### src/rtl/ctrl_nested.sv
// ctrl_nested: pipeline control unit with IRQ pending/priority logic and a nested exception context stack.
// Define CTRL_VECTORED_EN to offset the exception target by the exception code.
module ctrl_nested #(
    parameter int IRQ_CH     = 8,
    parameter int NEST_DEPTH = 4,
    parameter int EXP_W      = 3,
    parameter int VEC_SHIFT  = 4
) (
    input  logic              clk,
    input  logic              reset,
    input  logic [4:0]        creg_rd_addr,
    output logic [31:0]       creg_rd_data,
    output logic              exe_mode,
    input  logic [IRQ_CH-1:0] irq,
    output logic              int_detect,
    output logic [3:0]        int_id,
    input  logic [29:0]       id_pc,
    input  logic [29:0]       mem_pc,
    input  logic              mem_en,
    input  logic              mem_br_flag,
    input  logic [1:0]        mem_ctrl_op,
    input  logic [4:0]        mem_dst_addr,
    input  logic [EXP_W-1:0]  mem_exp_code,
    input  logic [31:0]       mem_out,
    input  logic              if_busy,
    input  logic              ld_hazard,
    input  logic              mem_busy,
    output logic              if_stall,
    output logic              id_stall,
    output logic              ex_stall,
    output logic              mem_stall,
    output logic              if_flush,
    output logic              id_flush,
    output logic              ex_flush,
    output logic              mem_flush,
    output logic [29:0]       new_pc,
    output logic              nest_overflow
);
    localparam int IW = NEST_DEPTH > 1 ? $clog2(NEST_DEPTH) : 1;
`ifdef CTRL_VECTORED_EN
    localparam bit VEC = 1'b1;
`else
    localparam bit VEC = 1'b0;
`endif
    logic              mode_q, ien_q, br_flag, ovf_q;
    logic [IRQ_CH-1:0] mask_q, trig_q, edge_q, irq_q, pend, act, clr;
    logic [29:0]       exp_vector, pre_pc, exc_tgt, top_epc;
    logic [3:0]        depth;
    logic [IW-1:0]     top, push;
    logic              stk_mode [NEST_DEPTH];
    logic              stk_ien  [NEST_DEPTH];
    logic              stk_dly  [NEST_DEPTH];
    logic [29:0]       stk_epc  [NEST_DEPTH];
    logic [EXP_W-1:0]  stk_code [NEST_DEPTH];
    logic              stall, flush, commit, exc, exrt, wrcr, do_exc, do_exrt, do_wr, has, full;

    assign stall   = if_busy | mem_busy;
    assign exc     = |mem_exp_code;
    assign exrt    = mem_ctrl_op == 2'd2;
    assign wrcr    = mem_ctrl_op == 2'd1;
    assign flush   = mem_en & (exc | exrt | wrcr);
    assign commit  = mem_en & ~stall;
    assign do_exc  = commit & exc;
    assign do_exrt = commit & ~exc & exrt;
    assign do_wr   = commit & ~exc & ~exrt & wrcr;
    assign has     = |depth;
    assign full    = depth == 4'(NEST_DEPTH);
    assign top     = IW'(depth - 4'd1);
    assign push    = IW'(depth);

    assign if_stall  = stall | ld_hazard;
    assign id_stall  = stall;
    assign ex_stall  = stall;
    assign mem_stall = stall;
    assign if_flush  = flush;
    assign id_flush  = flush | ld_hazard;
    assign ex_flush  = flush;
    assign mem_flush = flush;

    // Level channels mirror the delayed request; edge channels hold a sticky bit.
    assign pend    = (trig_q & edge_q) | (~trig_q & irq_q);
    assign act     = pend & ~mask_q;
    assign clr     = (do_wr && mem_dst_addr == 5'd10) ? mem_out[IRQ_CH-1:0] : '0;
    assign exc_tgt = exp_vector + (VEC ? (30'(mem_exp_code) << VEC_SHIFT) : 30'd0);
    assign top_epc = has ? stk_epc[top] : '0;
    assign new_pc  = !mem_en ? '0 : exc ? exc_tgt : exrt ? top_epc : wrcr ? mem_pc : '0;

    assign exe_mode      = mode_q & ~reset;
    assign nest_overflow = ovf_q & ~reset;
    assign int_detect    = ien_q & |act & ~reset;

    always_comb begin
        int_id = '0;
        for (int i = IRQ_CH - 1; i >= 0; i--)
            if (act[i] && !reset) int_id = 4'(i);
    end

    always_comb begin
        case (creg_rd_addr)
            5'd0:    creg_rd_data = 32'({ien_q, mode_q});
            5'd1:    creg_rd_data = has ? 32'({stk_ien[top], stk_mode[top]}) : '0;
            5'd2:    creg_rd_data = {id_pc, 2'b0};
            5'd3:    creg_rd_data = {top_epc, 2'b0};
            5'd4:    creg_rd_data = 32'(exp_vector);
            5'd5:    creg_rd_data = has ? 32'({stk_dly[top], stk_code[top]}) : '0;
            5'd6:    creg_rd_data = 32'(mask_q);
            5'd7:    creg_rd_data = 32'(pend);
            5'd8:    creg_rd_data = 32'(trig_q);
            5'd9:    creg_rd_data = {23'b0, ovf_q, 4'b0, depth};
            default: creg_rd_data = '0;
        endcase
    end

    always_ff @(posedge clk) begin
        if (reset) begin
            mode_q     <= 1'b0;
            ien_q      <= 1'b0;
            mask_q     <= '1;
            trig_q     <= '0;
            edge_q     <= '0;
            irq_q      <= '0;
            exp_vector <= '0;
            depth      <= '0;
            ovf_q      <= 1'b0;
            pre_pc     <= '0;
            br_flag    <= 1'b0;
        end else begin
            irq_q  <= irq;
            edge_q <= trig_q & ((edge_q & ~clr) | (irq & ~irq_q));
            if (commit) begin
                pre_pc  <= mem_pc;
                br_flag <= mem_br_flag;
            end
            if (do_exc) begin
                mode_q <= 1'b0;
                ien_q  <= 1'b0;
                if (full) ovf_q <= 1'b1;
                else depth <= depth + 4'd1;
            end
            if (do_exrt && has) begin
                mode_q <= stk_mode[top];
                ien_q  <= stk_ien[top];
                depth  <= depth - 4'd1;
            end
            if (do_wr) begin
                case (mem_dst_addr)
                    5'd0:    {ien_q, mode_q} <= mem_out[1:0];
                    5'd4:    exp_vector <= mem_out[29:0];
                    5'd6:    mask_q <= mem_out[IRQ_CH-1:0];
                    5'd8:    trig_q <= mem_out[IRQ_CH-1:0];
                    5'd9:    ovf_q <= 1'b0;
                    default: ;
                endcase
            end
        end
    end

    // Stack storage needs no reset: depth alone decides what is visible.
    always_ff @(posedge clk) begin
        if (do_exc && !full) begin
            stk_mode[push] <= mode_q;
            stk_ien[push]  <= ien_q;
            stk_epc[push]  <= pre_pc;
            stk_code[push] <= mem_exp_code;
            stk_dly[push]  <= br_flag;
        end
        if (do_wr && has) begin
            case (mem_dst_addr)
                5'd1:    {stk_ien[top], stk_mode[top]} <= mem_out[1:0];
                5'd3:    stk_epc[top] <= mem_out[31:2];
                5'd5:    {stk_dly[top], stk_code[top]} <= mem_out[EXP_W:0];
                default: ;
            endcase
        end
    end
endmodule

### config.mk
export PLATFORM = sky130hd
export DESIGN_NAME = ctrl_nested
export DESIGN_NICKNAME = d
export VERILOG_FILES = /design/src/rtl/ctrl_nested.sv
export SDC_FILE = /design/constraint.sdc
export NUM_CORES = 1
export LEC_CHECK = 0
export CORE_MARGIN = 4
export CORE_UTILIZATION = 48
export DETAILED_ROUTE_END_ITERATION = 12
export GPL_TIMING_DRIVEN = 0
export PLACE_DENSITY = 0.76
export SETUP_SLACK_MARGIN = 0.15
export SYNTH_ARGS = -nofsm -noshare
export SYNTH_HDL_FRONTEND = slang
export SYNTH_SLANG_ARGS = --single-unit
### constraint.sdc
create_clock -name clk -period 3.2 [get_ports clk]
set_input_delay 0.64 -clock clk [delete_from_list [all_inputs] [get_ports clk]]
set_output_delay 0.64 -clock clk [all_outputs]
set_load 0.01 [all_outputs]
# Word-level counts from Yosys, hierarchy flattened
# Memory sizes are Yosys's and may differ from the RTL's.
# Cells that the tools add are included.
# Widths: inputs -> output; s select.
[word_totals] ff_bits=124 mem_bits_rw=120 output_inout_bits=77 elab_cells=196 mem_count=1
[classes] n_addsub=2 n_lt_le_gt_ge=4 n_eq_ne=21 mux=80 bitwise=34 n_reduce_logical=27
[mem_list] memory="stk_epc" depth=4 word_bits=30 rd=1 rd_clocked_by_memory_dff=0 wr=1 line="53" source="logic [29:0] stk_epc [NEST_DEPTH];"
[op_table] operator="$pmux 32 s10" count=1
[op_table] operator="$mux 30" count=6
[op_table] operator="$mux 4" count=20
[op_table] operator="$and 8x8->8" count=6
[op_table] operator="$mux 12" count=3
[op_table] operator="$eq 5x3->1 const B" count=7
[op_table] operator="$not 8->8" count=4
[op_table] operator="$reduce_or 30->1" count=1
[op_table] operator="$mux 1" count=26
[op_table] operator="$eq 5x4->1 const B" count=5
[op_table] operator="$bwmux 12" count=2
[op_table] operator="$bwmux 4" count=6
[op_table] operator="$or 8x8->8" count=2
[op_table] operator="$eq 5x2->1 const B" count=3
[op_table] operator="$mux 3" count=5
[op_table] operator="$logic_and 1x1->1" count=14
[op_table] operator="$demux 3 s2" count=2
[op_table] operator="$and 1x1->1" count=11
[op_table] operator="$eq 5x1->1 const B" count=2
[op_table] operator="$logic_not 5->1" count=2
[op_table] operator="$mux 8" count=1
[op_table] operator="$reduce_and 2->1" count=4
[op_table] operator="$reduce_or 8->1" count=1
[op_table] operator="$bmux 1 s2" count=3
[op_table] operator="other kinds (18)" count=31

# Longest topological paths before layout
# Gate-level depths: netlist (run 1).
[depth] ltp_word=13 depth_mapped=11 depth_no_buf=6

# Worst setup path after synthesis (run 1)
# No wires, ideal clock.
[synth_path] kind="register to output" from="reg depth[0]" to="out creg_rd_data[0]" arrival_ns=2.696 path_slack_ns=-0.136 stages_incl_launch_ff=10 cell_sequence="dfxtp_1 > buf_2 > buf_1 > inv_1 > ha_1 > buf_1 > mux4_2 > mux2i_1 > nor2_1 > a2111o_1"
[synth_via] elab_chain_cells=7 elab_cells_between_ends=12
[synth_lines] element="start, declared" line="48" source="logic [3:0] depth;"
[synth_lines] element="start signal, assigned" line="138" source="else depth <= depth + 4'd1;"
[synth_lines] element="start signal, assigned" line="143" source="depth <= depth - 4'd1;"
[synth_lines] element="$sub 4x1->4"
[synth_lines] element="$not 2->3 (implied by the code)" line="101, 105"
[synth_lines] element="$bmux 3 s2 / $bmux 1 s2 (equally long branches)" line="105, 101"
[synth_lines] element="$mux 3 (implied by the code) / $mux 1 (equally long branches) (2 in series)" line="105, 101"
[synth_lines] element="$mux 4 / $mux 2 (equally long branches)" line="105, 101"
[synth_lines] element="$pmux 32 s10 *" line="99" source="case (creg_rd_addr)"
[synth_lines] element="end, declared" line="12" source="output logic [31:0] creg_rd_data,"
# Every way passes the cells marked *; elsewhere a longest branch is shown, timed or not. The select of a mux whose other input is x is not followed.

# Worst setup path after layout (run 1)
[layout_path] from="in creg_rd_addr[1]" to="out creg_rd_data[25]"
[layout_via] elab_chain_cells=2 elab_cells_between_ends=11
[layout_lines] element="start, declared" line="11" source="input logic [4:0] creg_rd_addr,"
[layout_lines] element="$eq 5x4->1 (tied with other cells)" line="99"
[layout_lines] element="$pmux 32 s10 *" line="99"
# Every way passes the cells marked *; elsewhere a longest branch is shown, timed or not.

==> flow_summary.json, run 1 <==
{
  "drive_gt1_share_pct": 30.2,
  "syn2layout_area_growth_pct": 37.5,
  "synth_top_area_share_pct": 30.8,
  "holdPathEnd": "pre_pc[11]",
  "yosys.area.top_type": "edfxtp_1",
  "portBuffers": 194,
  "cts-buffers-inserted": 25,
  "dieWidth_um": 164,
  "grt_start_max_net_pins": 16,
  "holdCritPathClass": "reg -> reg",
  "track_usage_pct": 31.2,
  "syn-num-nets": 1153,
  "hold-path-cell-count": 2,
  "min_period_over_period_pct": 108,
  "wl_per_cell_um": 27.1,
  "insertion_delay_ns": 0.54,
  "hold_buffers": 0,
  "leakage_uw": 0.00613,
  "cp.buffers_inverters": 6,
  "total_power_uw": 7600,
  "start_util_pct": 49.2,
  "drt_iter0_markers": 1696,
  "fin_worst_skew_ns": 0.00948,
  "min_period_ns": 3.46,
  "muxShareOfSynthArea_pct": 18.0,
  "r2r_end": "stk_epc[2][1]",
  "critPathMaxFanout": 10,
  "final_common_cell": "nand2_1",
  "cts_tree": "built",
  "overflow": 0,
  "crit_start": "creg_rd_addr[1]",
  "cts_sinks": 244,
  "final_cell_mix": "136 x nand2_1, 120 x dfxtp_1, 120 x edfxtp_1, 116 x clkdlybuf4s50_1, 74 x a21oi_1",
  "path_cells": "clkdlybuf4s50_1 > clkbuf_8 > nor2_1 > and2_1 > clkbuf_4 > buf_4 > a222oi_1 > inv_1 > clkdlybuf4s15_2",
  "yosys_register_bits": 244,
  "post_synth_and_or_nand_nor_area_fraction_pct": 12.7,
  "fmax_mhz": 289,
  "synth_edf_count": 120,
  "cp.arrival_ns": 2.82,
  "required_ns": 2.56,
  "ys.flop_type": "dfxtp_1",
  "hpwl_um": 26900,
  "worst_pin_slew_ns": 1.19,
  "critPathLaunchType": "input port",
  "drt_pre_antenna_iters": 6,
  "pre_cts_ws_ns": -1.25,
  "cts_root_buf": "clkbuf_16",
  "synth_xor_area_share_pct": 0,
  "ir_drop_mv": 0.329,
  "rrSetupSlack_ns": 0.48,
  "p_per_area_mw_per_mm2": 473,
  "synthAdderAreaFrac_pct": 0.535,
  "crit_path_top_delay_cell": "clkdlybuf4s50_1",
  "critPathKind": "in -> out",
  "ys_types": 61,
  "netlist_area_mm2": 0.0117,
  "antenna_found_initial": 2,
  "die_y_um": 164,
  "synth-compound-area-share_pct": 12.6,
  "finalWirelength_um": 44000,
  "nets": 1414,
  "r2r_start": "depth[0]",
  "drv_cap": 0,
  "num_rows": 56,
  "yosysWarningCount": 0,
  "core_area_mm2": 0.0238,
  "end_kind": "primary output",
  "n_fill_cell": 1598,
  "die-area_mm2": 0.0269,
  "slew_violations": 0,
  "grt_pass1_wl_um": 63200,
  "rsz0062_at_grt": "yes",
  "routabilityCongestion": 0.929,
  "hold_viol": 0,
  "vias": 10700,
  "post-route-drc-count": 0,
  "slowest_delay_ns": 0.52,
  "htreeDepth": 1,
  "min-delay-start": "pre_pc[11]",
  "worst_slew_margin_rel_pct": 20.4,
  "io_pins": 199,
  "ant_nets": 0,
  "avgSynthCellArea_um2": 11.4,
  "tns_ns": -8.51,
  "synth-seq-area-share_pct": 52.0,
  "finalWorstSetupSlack_ns": -0.263,
  "clockBufferDepth": 3,
  "violations": "setup timing",
  "via_per_inst": 6.55,
  "setup_viol": 61,
  "cpLargestDelayFamily": "buffers and inverters",
  "async_reset_ff_share_pct": 0,
  "synth_top_family_by_area": "multiplexers",
  "grt_pass1_vias": 10600,
  "synth_cells": 1026,
  "status": "finished, violations left",
  "path_clk_slew_ns": 0.07,
  "ys_top_cells_by_area": "edfxtp_1 31%, dfxtp_1 21%, mux4_2 6.9%",
  "rr_worst_depth": 9
}
## what timing repair did
action	CTS	global route
gates resized for setup	442	32
cloned	9	0
setup endpoints to repair	321	185
setup buffers	24	7
pin swaps	63	47
## per-stage QoR
| stage | hold WS, ns | instances | utilization [%] | cell area [um2] |
|---|---|---|---|---|
| after floorplan | 0.434 | 1026 | - | 11700 |
| after global placement | 0.440 | 1539 | 59.1 | 14000 |
| final | 0.456 | 1626 | 67.7 | 16100 |
| after detailed placement | 0.446 | 1539 | 59.1 | 14000 |
| after global routing | 0.482 | 1625 | 67.7 | 16100 |
| after CTS | 0.455 | 1618 | 66.9 | 15900 |
## cell type report
cell class | count | area, um2 | share of cell area (%)
inverter | 29 | 121 | 0.755
buffer | 80 | 677 | 4.21
timing repair buffer | 230 | 2040 | 12.7
clock inverter | 20 | 328 | 2.04
sequential | 244 | 6090 | 37.9
clock buffer | 26 | 639 | 3.98
tap | 319 | 399 | 2.48
multi-input combinational | 677 | 5780 | 35.9
antenna | 1 | 2.50 | 0.0156
## worst reg2reg max path: cells and delay by family, from the launching register on
kind	cells	cell delay (ns)
and+or+nand+nor	3	1.11
adders and majority gates	1	0.15
DFF	1	0.34
buffers and inverters	4	0.41
AOI/OAI and AO/OA	1	0.36
## routing by layer
layer  GRT usage [%]  share of wire, %  vias up
met2            48.5                45      936
met4            17.3               6.6        2
met5               0             0.025        -
met3            7.85                13      228
li1                -                 -     4413
met1            40.0                36     5074
## how the worst max path moves through the flow
| stage | end | slack [ns] | cells past startpoint |
|---|---|---|---|
| final | creg_rd_data[25] | -0.26 | 9 |
| after global routing | creg_rd_data[7] | -0.30 | 11 |
| after CTS | creg_rd_data[7] | -0.24 | 11 |
| after detailed placement | creg_rd_data[29] | -1.25 | 8 |
| after global placement | creg_rd_data[29] | -1.26 | 8 |
| after floorplan | creg_rd_data[5] | 0.16 | 10 |
## report_power, final
group	internal, uW	switching [uW]
clock network	2120	1340
logic	375	428
registers	3320	27.9
## cells in the mapped netlist (all sizes together), types with 3 or more instances
cell type	n
nand2	140
dfxtp	124
edfxtp	120
mux2	82
a21oi	74
clkbuf	55
nor2	49
mux4	36
o21ai	35
a221oi	32
nor2b	32
a222oi	28
inv	28
mux2i	27
buf	25
nand3	21
nor3	13
nand4	10
o211ai	10
and3	7
nor3b	7
a31o	6
a31oi	5
ha	5
or2	5
and2	4
nand2b	4
a211oi	3
a21boi	3
a22o	3
a2bb2oi	3
or3	3
## sequential cells by signal, summed over array words and instances, names as in the netlist, 8 cells and up
| signal | cells |
|---|---|
| irq_q | 8 |
| edge_q | 8 |
| mask_q | 8 |
| stk_code | 12 |
| stk_epc | 120 |
| trig_q | 8 |
| exp_vector | 30 |
| pre_pc | 30 |
## cell families (layout without fill, tap and decap cells)
| logic type | after synthesis | after routing |
|---|---|---|
| muxes | 145 | 145 |
| and+or+nand+nor | 308 | 308 |
| adders and majority gates | 5 | 5 |
| AOI/OAI and AO/OA | 214 | 218 |
| DFF | 244 | 244 |
| buffers and inverters | 109 | 385 |
| other | 1 | 2 |
No activity file was read; power rests on OpenSTA's default activity.
==> inputs of run 2 (changes only) <==
- ABC_AREA: unset -> 1
- CORE_UTILIZATION: 48 -> 49
- PLACE_DENSITY: 0.76 -> 0.77
==> run 2 against run 1 <==
Compared with the run above:
- the flow still finishes with violations (setup timing)
- wire length up 9.6%
- maximum frequency up 4.7%
- first-iteration DRC count up 5.9%
- synthesized cell count up 60%
- clock-buffer cell count up 2
- non-clock buffer count up 24
- critical path type is now reg -> out
- critical endpoint is now new_pc[29]
- highest routed layer is now met4
==> flow_summary.json, run 2 <==
{
  "critPathMaxFanout": 10,
  "overflow": 0,
  "required_ns": 2.56,
  "portBuffers": 196,
  "drt_pre_antenna_iters": 6,
  "post_synth_and_or_nand_nor_area_fraction_pct": 30.1,
  "routabilityCongestion": 0.960,
  "path_clk_slew_ns": 0.06,
  "min_period_over_period_pct": 103,
  "fin_worst_skew_ns": 0.0166,
  "drive_gt1_share_pct": 21.7,
  "core_area_mm2": 0.0244,
  "drv_cap": 0,
  "fin_cells": 2255,
  "finalWorstSetupSlack_ns": -0.109,
  "cp.arrival_ns": 2.67,
  "ys_types": 37,
  "final_common_cell": "nand2_1",
  "end_kind": "primary output",
  "die_y_um": 166,
  "crit_path_top_delay_cell": "dfxtp_4",
  "reg_top3": "stk_epc: 120 flops, exp_vector: 30 flops, pre_pc: 30 flops",
  "power.internal_uw": 5930,
  "post-synth-top-count-cell": "nand2_1",
  "insertion_delay_ns": 0.55,
  "syn2layout_area_growth_pct": 39.1,
  "fmax_mhz": 302,
  "hold_ws_ns": 0.470,
  "via_per_inst": 5.84,
  "muxShareOfSynthArea_pct": 0,
  "antenna_found_initial": 0,
  "synth-compound-area-share_pct": 12.2,
  "holdCritPathClass": "reg -> reg",
  "power_switching_share_pct": 26.4,
  "cts-buffers-inserted": 26,
  "hold_viol": 0,
  "n_fill_cell": 1961,
  "violations": "setup timing",
  "async_reset_ff_share_pct": 0,
  "p_switching_uw": 2130,
  "top_usage_layer": "met2",
  "worst_slew_margin_rel_pct": 48.7,
  "post-route-drc-count": 0,
  "grt_start_max_net_pins": 23,
  "die-area_mm2": 0.0275,
  "hold_buffers": 0,
  "yosys.area.top_type": "edfxtp_1",
  "synth_cells": 1640,
  "hpwl_um": 33100,
  "synth_top_area_share_pct": 29.5,
  "use_met1_pct": 44.0,
  "wl_per_cell_um": 21.4,
  "worst_pin_slew_ns": 0.770,
  "min_period_ns": 3.31,
  "status": "finished, violations left",
  "dieWidth_um": 166,
  "setup_viol": 24,
  "grt_pass1_wl_um": 71300,
  "syn-num-nets": 1767,
  "critPathKind": "reg -> out",
  "io_pins": 199,
  "htreeDepth": 1,
  "start_util_pct": 50.0,
  "synth_top_family_by_area": "simple AND/OR/NAND/NOR gates",
  "clockBufferDepth": 3,
  "ys_top_cells_by_area": "edfxtp_1 30%, dfxtp_1 20%, nand2_1 17%",
  "num_rows": 57,
  "cpLargestDelayFamily": "buffers and inverters",
  "top_register": "stk_epc",
  "yosysWarningCount": 0,
  "grt_pass1_vias": 12600,
  "cp.buffers_inverters": 8,
  "clockPowerShare_pct": 42.5,
  "final_cell_mix": "510 x nand2_1, 129 x clkdlybuf4s50_1, 128 x nor2_1, 122 x dfxtp_1, 121 x o21ai_0",
  "p_per_area_mw_per_mm2": 475,
  "slew_violations": 0,
  "cts_tree": "built",
  "antenna_cells": 0,
  "avgSynthCellArea_um2": 7.44,
  "power_frac_comb_pct": 15.1,
  "finalWirelength_um": 48200,
  "path_cells": "buf_6 > inv_4 > buf_6 > buf_12 > ha_4 > inv_8 > buf_8 > o21ai_1 > o22ai_4 > buf_4 > nand2_1 > a21oi_2 > buf_2",
  "track_usage_pct": 32.7,
  "cts_root_buf": "clkbuf_16",
  "met2_usage_pct": 52.5,
  "leakage_uw": 0.00705,
  "synth-seq-area-share_pct": 49.9,
  "largest_reg_flops": 120,
  "yosys_register_bits": 244,
  "ir_drop_mv": 0.353,
  "ys.flop_type": "dfxtp_1",
  "nets": 2038,
  "dpl.cell_count": 2163,
  "use_met3_pct": 7.19,
  "drt_iter0_markers": 1796,
  "rsz0062_at_grt": "yes",
  "synthAdderAreaFrac_pct": 0.513,
  "slowest_delay_ns": 0.35,
  "cts_sinks": 244,
  "netlist_area_mm2": 0.0122,
  "path_common_cell": "buf_6",
  "p_seq_share_pct": 42.4,
  "vias": 13200,
  "critPathLaunchType": "register",
  "ant_nets": 0,
  "synth_edf_count": 120,
  "synth_xor_area_share_pct": 0.144,
  "synth_common_cells": "550 x nand2_1, 155 x nand3_1, 146 x nor2_1"
}
[run 2: changes by cell type after synthesis, sizes merged, moves of 82 or more]
cell and change:
inv +89, o21ai +116, nor2 +106, nand2 +416, mux2 -82, nand3 +138
[run 2: timing repair]
item / 4_1_cts / 5_1_grt
setup endpoints to repair: 298 / 91
resized for setup: 511 / 76
setup buffers: 32 / 8
pin swaps: 75 / 30
gates cloned: 3 / 1
[run 2: final cells by class]
class                      instances  area [um2]  area share [%]
multi-input combinational       1186        6120            36.1
clock inverter                    20         318            1.87
clock buffer                      28         658            3.88
tap                              324         405            2.39
inverter                         119         469            2.77
buffer                            92         603            3.55
sequential                       244        6090            35.9
timing repair buffer             242        2300            13.6
[run 2: power by group through the flow]
stage / registers (uW) / clock network (uW) / logic (uW)
final: 3410 / 3420 / 1220
after global routing: 3420 / 3560 / 1290
after CTS: 3410 / 3400 / 1110
after detailed placement: 3480 / 0 / 904
after global placement: 3480 / 0 / 883
after floorplan: 3460 / 0 / 451
[run 2: worst register-to-register path: stages, from the launching register on]
cell	delay, ns
dfxtp_4	0.35
buf_6	0.11
inv_4	0.03
buf_6	0.12
buf_12	0.12
ha_4	0.19
nand3_4	0.18
nand4_2	0.30
buf_2	0.30
nand2_1	0.09
o21ai_2	0.14
nor2_4	0.36
buf_12	0.24
[run 2: cells by family (layout without fill, tap and decap cells)]
group           count (synthesis)  count (layout)
fa+ha+maj                       5               5
compound gates                287             287
other cells                     1               1
simple gates                  890             891
xor+xnor                        2               2
flops                         244             244
buf+inv                       211             501
[run 2: path summary, 6_finish.rpt]
check	start	to	slack, ns	cells past startpoint
max	depth[0]	new_pc[29]	-0.11	13
min	edge_q[4]	edge_q[4]	0.47	2
max reg2reg	depth[0]	stk_epc[2][13]	0.38	12
min reg2reg	edge_q[4]	edge_q[4]	0.47	2
[run 2: stage by stage]
| stage | TNS (ns) | area [um2] | setup WS, ns | utilization, % | power (uW) |
|---|---|---|---|---|---|
| 3_3_place_gp | -207.92 | 14600 | -1.27 | 59.8 | 4360 |
| 2_1_floorplan | 0 | 12200 | 0.0989 | - | 3910 |
| 4_1_cts | -0.283 | 16600 | -0.0529 | 68.1 | 7920 |
| 3_5_place_dp | -124.25 | 14700 | -1.25 | 60.2 | 4380 |
| 6_report | -0.825 | 17000 | -0.109 | 69.6 | 8060 |
| 5_1_grt | -2.43 | 17000 | -0.185 | 69.6 | 8260 |
[run 2: routing by layer]
layer / wire [um] / vias up / part of all wire (%)
li1: - / 5942 / -
met1: 18100 / 6151 / 38
met2: 22000 / 920 / 46
met3: 6160 / 163 / 13
met4: 1940 / 0 / 4.0
met5: 0 / - / 0
==> inputs of run 3 (changes only) <==
- CTS_CLUSTER_SIZE: unset -> 30
==> results of run 3 <==
Final layout, timing and power as in run 2 (identical DEF).
